`config.mk`:
```
export PLATFORM = sky130hd
export DESIGN_NAME = u111_bus_sizer
export DESIGN_NICKNAME = d
export VERILOG_FILES = /design/src/rtl/u111_bus_sizer.sv
export SDC_FILE = /design/constraint.sdc
export NUM_CORES = 1
export LEC_CHECK = 0
export BUFFER_PORTS_ARGS = -buffer_cell sky130_fd_sc_hd__buf_2
export CAP_MARGIN = 20
export CORE_MARGIN = 4
export CORE_UTILIZATION = 40
export DETAILED_ROUTE_END_ITERATION = 10
export SLEW_MARGIN = 20
export SYNTH_ARGS = -nofsm -noshare
export SYNTH_HDL_FRONTEND = slang
export SYNTH_SLANG_ARGS = --single-unit
```
`constraint.sdc`:
```
create_clock -name CLK40 -period 3.8 [get_ports CLK40]
set_input_delay 0 -clock CLK40 [delete_from_list [all_inputs] [get_ports CLK40]]
set_output_delay 0 -clock CLK40 [all_outputs]
set_load 0.005 [all_outputs]
```
`src/rtl/u111_bus_sizer.sv`:
```
// rtl/u111_bus_sizer.sv - 68040 local-bus dynamic bus sizer for U111
// Splits one CPU transfer into port-sized local cycles and returns a single CPU termination.
module u111_bus_sizer #(
   parameter int RETRY_LIMIT    = 3,
   parameter int TIMEOUT_CYCLES = 255,
   parameter int LINE_SPLIT     = 1
) (
   input  logic        CLK40,
   input  logic        RESETn,
   input  logic        TS_CPUn,
   input  logic        RnW,
   input  logic [1:0]  SIZ,
   input  logic [1:0]  A_CPU,
   input  logic [1:0]  PORTSIZE,
   input  logic [31:0] D_CPU_WR,
   output logic [31:0] D_CPU_RD,
   output logic        TA_CPUn,
   output logic        TEA_CPUn,
   output logic        TBI_CPUn,
   output logic        TSn,
   output logic [1:0]  A_LOC,
   output logic [1:0]  SIZ_LOC,
   output logic [31:0] D_LOC_WR,
   input  logic [31:0] D_LOC_RD,
   input  logic        TACKn,
   input  logic        TEAn,
   output logic        BUSY
);

   typedef enum logic [2:0] {S_IDLE, S_SIZE, S_START, S_WAIT, S_TERM, S_ERR} state_t;

   localparam logic [3:0] RETRY_MAX = 4'(RETRY_LIMIT);
   localparam logic [9:0] WD_LAST   = 10'(TIMEOUT_CYCLES - 1);

   state_t      state;
   logic        rnw_q;
   logic        tbi_pend;
   logic [1:0]  siz_q;
   logic [1:0]  a_q;
   logic [1:0]  k;
   logic [1:0]  k_last;
   logic [1:0]  pw_sh;
   logic [1:0]  m_sh;
   logic [31:0] wdata_q;
   logic [31:0] rd_latch;
   logic [3:0]  retry_cnt;
   logic [9:0]  wd_cnt;

   logic [1:0]  port_sh;
   logic [1:0]  xfer_sh;
   logic [1:0]  k_off;
   logic [1:0]  a_cur;
   logic [1:0]  rel;
   logic [1:0]  lane;
   logic [2:0]  m_bytes;
   logic [31:0] wr_steer;
   logic [31:0] rd_merge;

   // Widths held as log2 of the byte count; the reserved port code behaves as 32-bit.
   always_comb begin
      case (PORTSIZE)
         2'b01:   port_sh = 2'd1;
         2'b10:   port_sh = 2'd0;
         default: port_sh = 2'd2;
      endcase
      case (siz_q)
         2'b01:   xfer_sh = 2'd0;
         2'b10:   xfer_sh = 2'd1;
         default: xfer_sh = 2'd2;
      endcase
   end

   // Byte lanes covered by the current sub-cycle, big-endian, port data left-justified.
   always_comb begin
      case (pw_sh)
         2'd1:    k_off = {k[0], 1'b0};
         2'd0:    k_off = k;
         default: k_off = 2'd0;
      endcase
      a_cur    = a_q + k_off;
      m_bytes  = 3'd1 << m_sh;
      wr_steer = '0;
      rd_merge = rd_latch;
      rel      = '0;
      lane     = '0;
      for (int o = 0; o < 4; o++) begin
         rel  = 2'(o) - a_cur;
         lane = (pw_sh == 2'd1) ? {1'b0, 1'(o)} : 2'd0;
         if ({1'b0, rel} < m_bytes) begin
            wr_steer[8*(3-lane) +: 8] = wdata_q[8*(3-o) +: 8];
            rd_merge[8*(3-o) +: 8]    = D_LOC_RD[8*(3-lane) +: 8];
         end
      end
      if (pw_sh == 2'd2) begin
         wr_steer = wdata_q;
         rd_merge = D_LOC_RD;
      end
   end

   always_ff @(posedge CLK40 or negedge RESETn) begin
      if (!RESETn) begin
         state     <= S_IDLE;
         TSn       <= 1'b1;
         TA_CPUn   <= 1'b1;
         TEA_CPUn  <= 1'b1;
         TBI_CPUn  <= 1'b1;
         BUSY      <= 1'b0;
         A_LOC     <= 2'b00;
         SIZ_LOC   <= 2'b00;
         D_CPU_RD  <= '0;
         D_LOC_WR  <= '0;
         rnw_q     <= 1'b0;
         tbi_pend  <= 1'b0;
         siz_q     <= 2'b00;
         a_q       <= 2'b00;
         k         <= 2'd0;
         k_last    <= 2'd0;
         pw_sh     <= 2'd0;
         m_sh      <= 2'd0;
         wdata_q   <= '0;
         rd_latch  <= '0;
         retry_cnt <= '0;
         wd_cnt    <= '0;
      end else begin
         case (state)
            S_IDLE: begin
               TA_CPUn  <= 1'b1;
               TEA_CPUn <= 1'b1;
               TBI_CPUn <= 1'b1;
               if (BUSY) begin
                  BUSY <= 1'b0;
               end else if (!TS_CPUn) begin
                  rnw_q     <= RnW;
                  siz_q     <= SIZ;
                  a_q       <= A_CPU;
                  wdata_q   <= D_CPU_WR;
                  rd_latch  <= '0;
                  k         <= 2'd0;
                  retry_cnt <= '0;
                  tbi_pend  <= 1'b0;
                  BUSY      <= 1'b1;
                  state     <= S_SIZE;
               end
            end
            S_SIZE: begin
               pw_sh  <= port_sh;
               m_sh   <= (xfer_sh < port_sh) ? xfer_sh : port_sh;
               k_last <= (xfer_sh > port_sh) ? (2'd1 << (xfer_sh - port_sh)) - 2'd1 : 2'd0;
               state  <= S_START;
               if (siz_q == 2'b11 && port_sh != 2'd2) begin
                  if (LINE_SPLIT != 0) tbi_pend <= 1'b1;
                  else                 state    <= S_ERR;
               end
            end
            S_START: begin
               TSn      <= 1'b0;
               A_LOC    <= a_cur;
               D_LOC_WR <= wr_steer;
               wd_cnt   <= '0;
               case (m_sh)
                  2'd0:    SIZ_LOC <= 2'b01;
                  2'd1:    SIZ_LOC <= 2'b10;
                  default: SIZ_LOC <= 2'b00;
               endcase
               state <= S_WAIT;
            end
            S_WAIT: begin
               TSn <= 1'b1;
               case ({TACKn, TEAn})
                  2'b01: begin
                     if (rnw_q) rd_latch <= rd_merge;
                     retry_cnt <= '0;
                     if (k == k_last) begin
                        state <= S_TERM;
                     end else begin
                        k     <= k + 2'd1;
                        state <= S_START;
                     end
                  end
                  2'b00: begin
                     if (retry_cnt == RETRY_MAX) begin
                        state <= S_ERR;
                     end else begin
                        retry_cnt <= retry_cnt + 4'd1;
                        state     <= S_START;
                     end
                  end
                  2'b10:   state <= S_ERR;
                  default: begin
                     if (wd_cnt == WD_LAST) state  <= S_ERR;
                     else                   wd_cnt <= wd_cnt + 10'd1;
                  end
               endcase
            end
            S_TERM: begin
               TA_CPUn  <= 1'b0;
               TBI_CPUn <= ~tbi_pend;
               D_CPU_RD <= rd_latch;
               state    <= S_IDLE;
            end
            S_ERR: begin
               TEA_CPUn <= 1'b0;
               D_CPU_RD <= '0;
               state    <= S_IDLE;
            end
            default: state <= S_IDLE;
         endcase
      end
   end

endmodule
```
======== After elaboration in Yosys (flattened, before gate mapping) ========
Cells that the tools add are included.
operators by class
  divide/modulo/power cells ............... 0
  add/subtract/negate cells ............... 12
  mux-type cells .......................... 55
  shift operators ......................... 6
  $lt $le $gt $ge ......................... 6
  equal/unequal tests ..................... 34
  bitwise logic cells ..................... 3
  multiply operators ...................... 0
  reductions and logical operators ........ 22
operators by type and width
  kind                                                                      number
  32-bit two-way mux                                                        10
  32-bit one-hot mux with 2 select lines                                    2
  8-bit by 34-bit indexed part select with 32-bit output                    2
  32-bit bitwise mux                                                        2
  32-bit negation with 34-bit output                                        1
  8-bit by 34-bit variable shift with 32-bit output (first input constant)  1
  32-bit by 33-bit indexed part select with 8-bit output                    1
  8-bit two-way mux                                                         4
  6-bit AND reduction                                                       4
  10-bit two-way mux                                                        2
  10-bit one-hot mux with 2 select lines                                    1
  2-bit one-hot mux with 2 select lines                                     5
  2-bit != test (second input constant)                                     9
  3-bit != test (second input constant)                                     6
  4-bit one-hot mux with 2 select lines                                     2
  3-bit two-way mux                                                         5
  2-bit by 3-bit < comparator with 1-bit output                             4
  2-bit two-way mux                                                         6
  4-bit two-way mux                                                         3
  3-bit one-hot mux with 4 select lines                                     1
  2-bit nonzero test                                                        6
  10-bit by 1-bit adder with 10-bit output (second input constant)          1
  10-bit by 8-bit == test with 1-bit output (second input constant)         1
  2-bit by 1-bit == test with 1-bit output (second input constant)          5
  30 further kinds                                                          54
storage, ports and cells
  output and inout port bits .............. 73
  ROM bits ................................ 0
  memories ................................ 0
  flip-flop bits (word level) ............. 168
  logic and storage cells ................. 163
  bits in writable memories ............... 0
  bits in latches ......................... 0

======== Depth between registers and ports, before layout ========
  depth in word-level cells ............... 12
  gate-level depth with buffers ........... 16
  gate-level depth less buffers ........... 13

======== Worst setup path after synthesis ========
No wires, ideal clock.
  kind .................................... reg2reg
  from .................................... register pw_sh[0]
  to ...................................... register rd_latch[10]
  arrival time ............................ 3.094 ns
  data required time ...................... 3.675 ns
  path slack .............................. 0.581 ns
  cell stages (with the launch flop) ...... 16
  path buffers ............................ 3
  library setup time ...................... 0.125 ns
  cells stage by stage .................... dfrtp_1 > buf_2 > buf_2 > nor2_1 > and2_1 > ha_1 > xor2_1 > xnor2_1 > xnor2_1 > ha_1 > or3_1 > o211ai_2 > nor2_1 > o21a_1 > buf_6 > mux2_4
on the way
  cells in the longest elaborated chain, start to end .. 7
  elaborated cells on any way between the ends .. 13
  classes of those cells .................. 2 x add/sub; 1 x order compare; 3 x eq/ne; 5 x mux; 2 x reduce/logical
ends and longest elaborated chain
  element                                                                      line  source
  start, declared                                                              42    logic [1:0] pw_sh;
  start signal, assigned                                                       146   pw_sh <= port_sh;
  2-bit by 1-bit == test with 1-bit output or 2-bit zero test (tied branches)  75    case (pw_sh)
  2-bit one-hot mux with 2 select lines                                        75
  2-bit adder                                                                  80    a_cur = a_q + k_off;
  2-bit subtractor                                                             87    rel = 2'(o) - a_cur;
  2-bit by 3-bit < comparator with 1-bit output                                89    if ({1'b0, rel} < m_bytes) begin
  3-bit != test (no source line)                                               n/a
  6-bit AND reduction (no source line)                                         n/a
  end signal, assigned                                                         171   if (rnw_q) rd_latch <= rd_merge;
  end, declared                                                                45    logic [31:0] rd_latch;
Several ways; a longest one is shown, not always the timed one. The select of a mux whose other input is x is not followed.
A chain may end at the register's enable or synchronous reset.

======== Worst setup path in the final report ========
  from .................................... register pw_sh[1]
  to ...................................... register rd_latch[8]
The elaborated chain is that of the path after synthesis.

==> metrics.cfg <==
[run_status]
status = completed

[yosys]
syn-num-nets = 1003
yosysWarnings = 0
synth_top_family_by_area = simple AND/OR/NAND/NOR gates
synthCells = 912
async_reset_ff_share_pct = 100
synth_edf_count = 0
seq_area_frac_synth_pct = 50.5
synth-xor-area-share_pct = 1.37
yosys.area_share.simple_pct = 21.8
yosysUniqueCellTypes = 71
syn_avg_cell_area_sq_um = 9.14
synthTopCellsByArea = dfrtp_1 49%, nand2_1 13%, a21oi_1 2.8%
synth_top_area_share_pct = 49.2
ys_seq_elements = 168
synth-compound-area-share_pct = 13.9
synth_area_sq_um = 8330
synthMuxAreaShare_pct = 5.68
synth_ff_type = dfrtp_1
synth_adder_area_share_pct = 2.46
synth_top_cell_by_area = dfrtp_1

[clock_tree]
clk_path_buf_depth = 2
cts_max_level = 4
clock_latency_ns = 0.44
path_clk_slew_ns = 0.07
cts_buffers = 17
hold_buffers = 53
cts_sinks = 168
postCtsSetupRepairBufs = 0
post_cts_resized = 0
tritoncts = done
root_buffer = clkbuf_16

[critical_path]
end_kind = register
r2r_cells = 12
crit_path_end = rd_latch[8]
reg2reg_slack_ns = 0.35
reg2reg_to = rd_latch[8]
worstPathRequired_ns = 4.12
crit_arrival_ns = 3.77
crit_start = pw_sh[1]
worst_setup_path_start_kind = register
crit_type = reg -> reg
worstReg2RegStart = pw_sh[1]
cp_max_fo = 8

[global_routing]
met2_usage_pct = 31.5
grt_max_degree = 101
antenna_found_initial = 0
grt_busiest_layer = met2
grt.met1_usage_pct = 27.5
grt_pass1_wl_um = 37600
grt_pass1_vias = 7142
track_usage_pct = 19.9
grtUsageMet3_pct = 4.49
gr-total-overflow = 0

[floorplanning]
coreArea_sq_um = 20400
ios = 149
die_area_sq_um = 23200
start_util_pct = 40.9
row_count = 52
die_x_um = 152
fp.dieH_um = 152

[route]
drtIter0Drc = 511
wl_um = 22700
via_per_inst = 5.17
vias = 7073
drtPass1Iterations = 5
antenna_left = 0
drc = 0
wl_per_cell_um = 16.6

[pwr]
ir_worst_vdd_mv = 0.383
p_leak_nw = 5.15
powerDensity_nw_per_um2 = 897

[finish]
nFillCells = 1909
layout.nets = 1176
diodes = 0
fin_util_pct = 51.1
area_delta_synth_final_pct = 24.8
final_common_cell = nand2_1
seqCellArea_sq_um = 4210
multiInputGateArea_sq_um = 3770
drive_above_1_share_pct = 21.9
final_cell_mix = 283 x nand2_1, 164 x dfrtp_1, 147 x buf_2, 53 x dlygate4sd3_1, 47 x a21oi_1

[job]
drv_cap = 0

[sta]
grt_setup_unrepaired = no
maxSlewHeadroom_pct = 36.5
hold_viol = 0
finalCritPeriodShare_pct = 90.7
tns_ns = 0
period_minus_slack_ns = 3.45
worst_pin_slew_ns = 0.952
skew_ns = 0.00843
maxSlewViolCount = 0
setup_viol = 0
fmax_mhz = 290

[placed_design]
dp_hpwl_um = 16000
gp_congestion = 0.876
io_buffers = 148

[worst_hold_path]
min_path_type = in -> reg

## worst min path at each step
stage,from,endpoint,slack [ns],cells after the start
after floorplan,RESETn,A_LOC[0],-0.30,0
after global placement,RESETn,D_CPU_RD[29],0.18,1
after detailed placement,RESETn,D_CPU_RD[29],0.19,1
after CTS,TEAn,retry_cnt[1],0.01,3
after global routing,D_LOC_RD[13],rd_latch[13],0.03,4
final,D_LOC_RD[15],rd_latch[15],0.02,4
## cell usage after synthesis, types with 3 or more instances
cell	count
buf_4	3
or3_1	4
a21oi_1	47
o22ai_1	6
o22a_1	8
mux2_4	8
ha_1	14
buf_2	20
nand3_1	40
o221ai_1	3
a21o_1	9
dfrtp_1	164
a31oi_1	9
clkbuf_1	27
buf_1	5
o211ai_1	5
nand2_1	283
a22oi_1	4
buf_6	3
nor2_1	34
nor2b_1	7
nand4_1	5
dfstp_2	4
nor3_1	7
o21a_1	3
and2_1	4
o21ai_0	40
nand2b_1	8
nor2_2	3
mux2i_1	15
xnor2_1	5
o31ai_1	11
inv_1	20
a211o_1	3
a311oi_1	3
a211oi_1	8
mux2_2	17
xor2_1	8
## layer usage
metal,up-vias,share of wire (%)
met5,-,0
met3,37,6.7
li1,3455,-
met1,3338,45
met4,0,1.9
met2,243,46
## where the power goes
| part | internal (mW) | total, mW | switching (mW) |
|---|---|---|---|
| registers | 2.52 | 3.12 | 0.598 |
| logic | 1.78 | 4.44 | 2.66 |
| clock network | 1.01 | 1.76 | 0.753 |
| total | 5.31 | 9.32 | 4.01 |
## logic make-up after synthesis
group                      after synthesis
muxes                                   41
adders and majority gates               16
and+or+nand+nor                        417
xor gates and xnor gates                13
DFF                                    168
buffers and inverters                   80
AOI/OAI and AO/OA                      177
## flip-flops by register name (all words and copies together) (netlist names), 2 cells and up
signal	count
rd_latch	32
siz_q	2
wdata_q	32
k	2
a_q	2
m_sh	2
D_LOC_WR	32
D_CPU_RD	32
wd_cnt	10
retry_cnt	4
A_LOC	2
SIZ_LOC	2
state	3
pw_sh	2
k_last	2
## worst max-delay path, stage by stage, from the launching register on
cell and delay, ns:
dfrtp_1 0.39, nor2_1 0.33, and2_1 0.19, ha_1 0.15, xor2_1 0.08, xnor2_1 0.39, xnor2_1 0.15, ha_1 0.24
or3_1 0.40, o211ai_2 0.19, nor2_1 0.08, o21a_1 0.39, mux2_4 0.37
## layout make-up
class	count	area share, %
flip-flops and latches	168	40.5
multi-input cells	664	36.3
repair buffers	213	13.5
clock buffers	19	4.36
well taps	270	3.25
clock inverters	13	1.38
inverters	21	0.758
## stage by stage
stage / power (mW) / std cells / hold slack [ns] / instance area, sq um / worst slack (ns)
floorplan: 6.24 / 912 / -0.296 / 8330 / 0.581
global placement: 7.41 / 1282 / 0.183 / 9240 / 0.479
detailed placement: 7.50 / 1282 / 0.190 / 9240 / 0.396
CTS: 9.34 / 1367 / 0.0137 / 10400 / 0.357
global route: 10.1 / 1368 / 0.0314 / 10400 / 0.0691
finish: 9.32 / 1368 / 0.0178 / 10400 / 0.352
(Power assumes the default switching activity.)
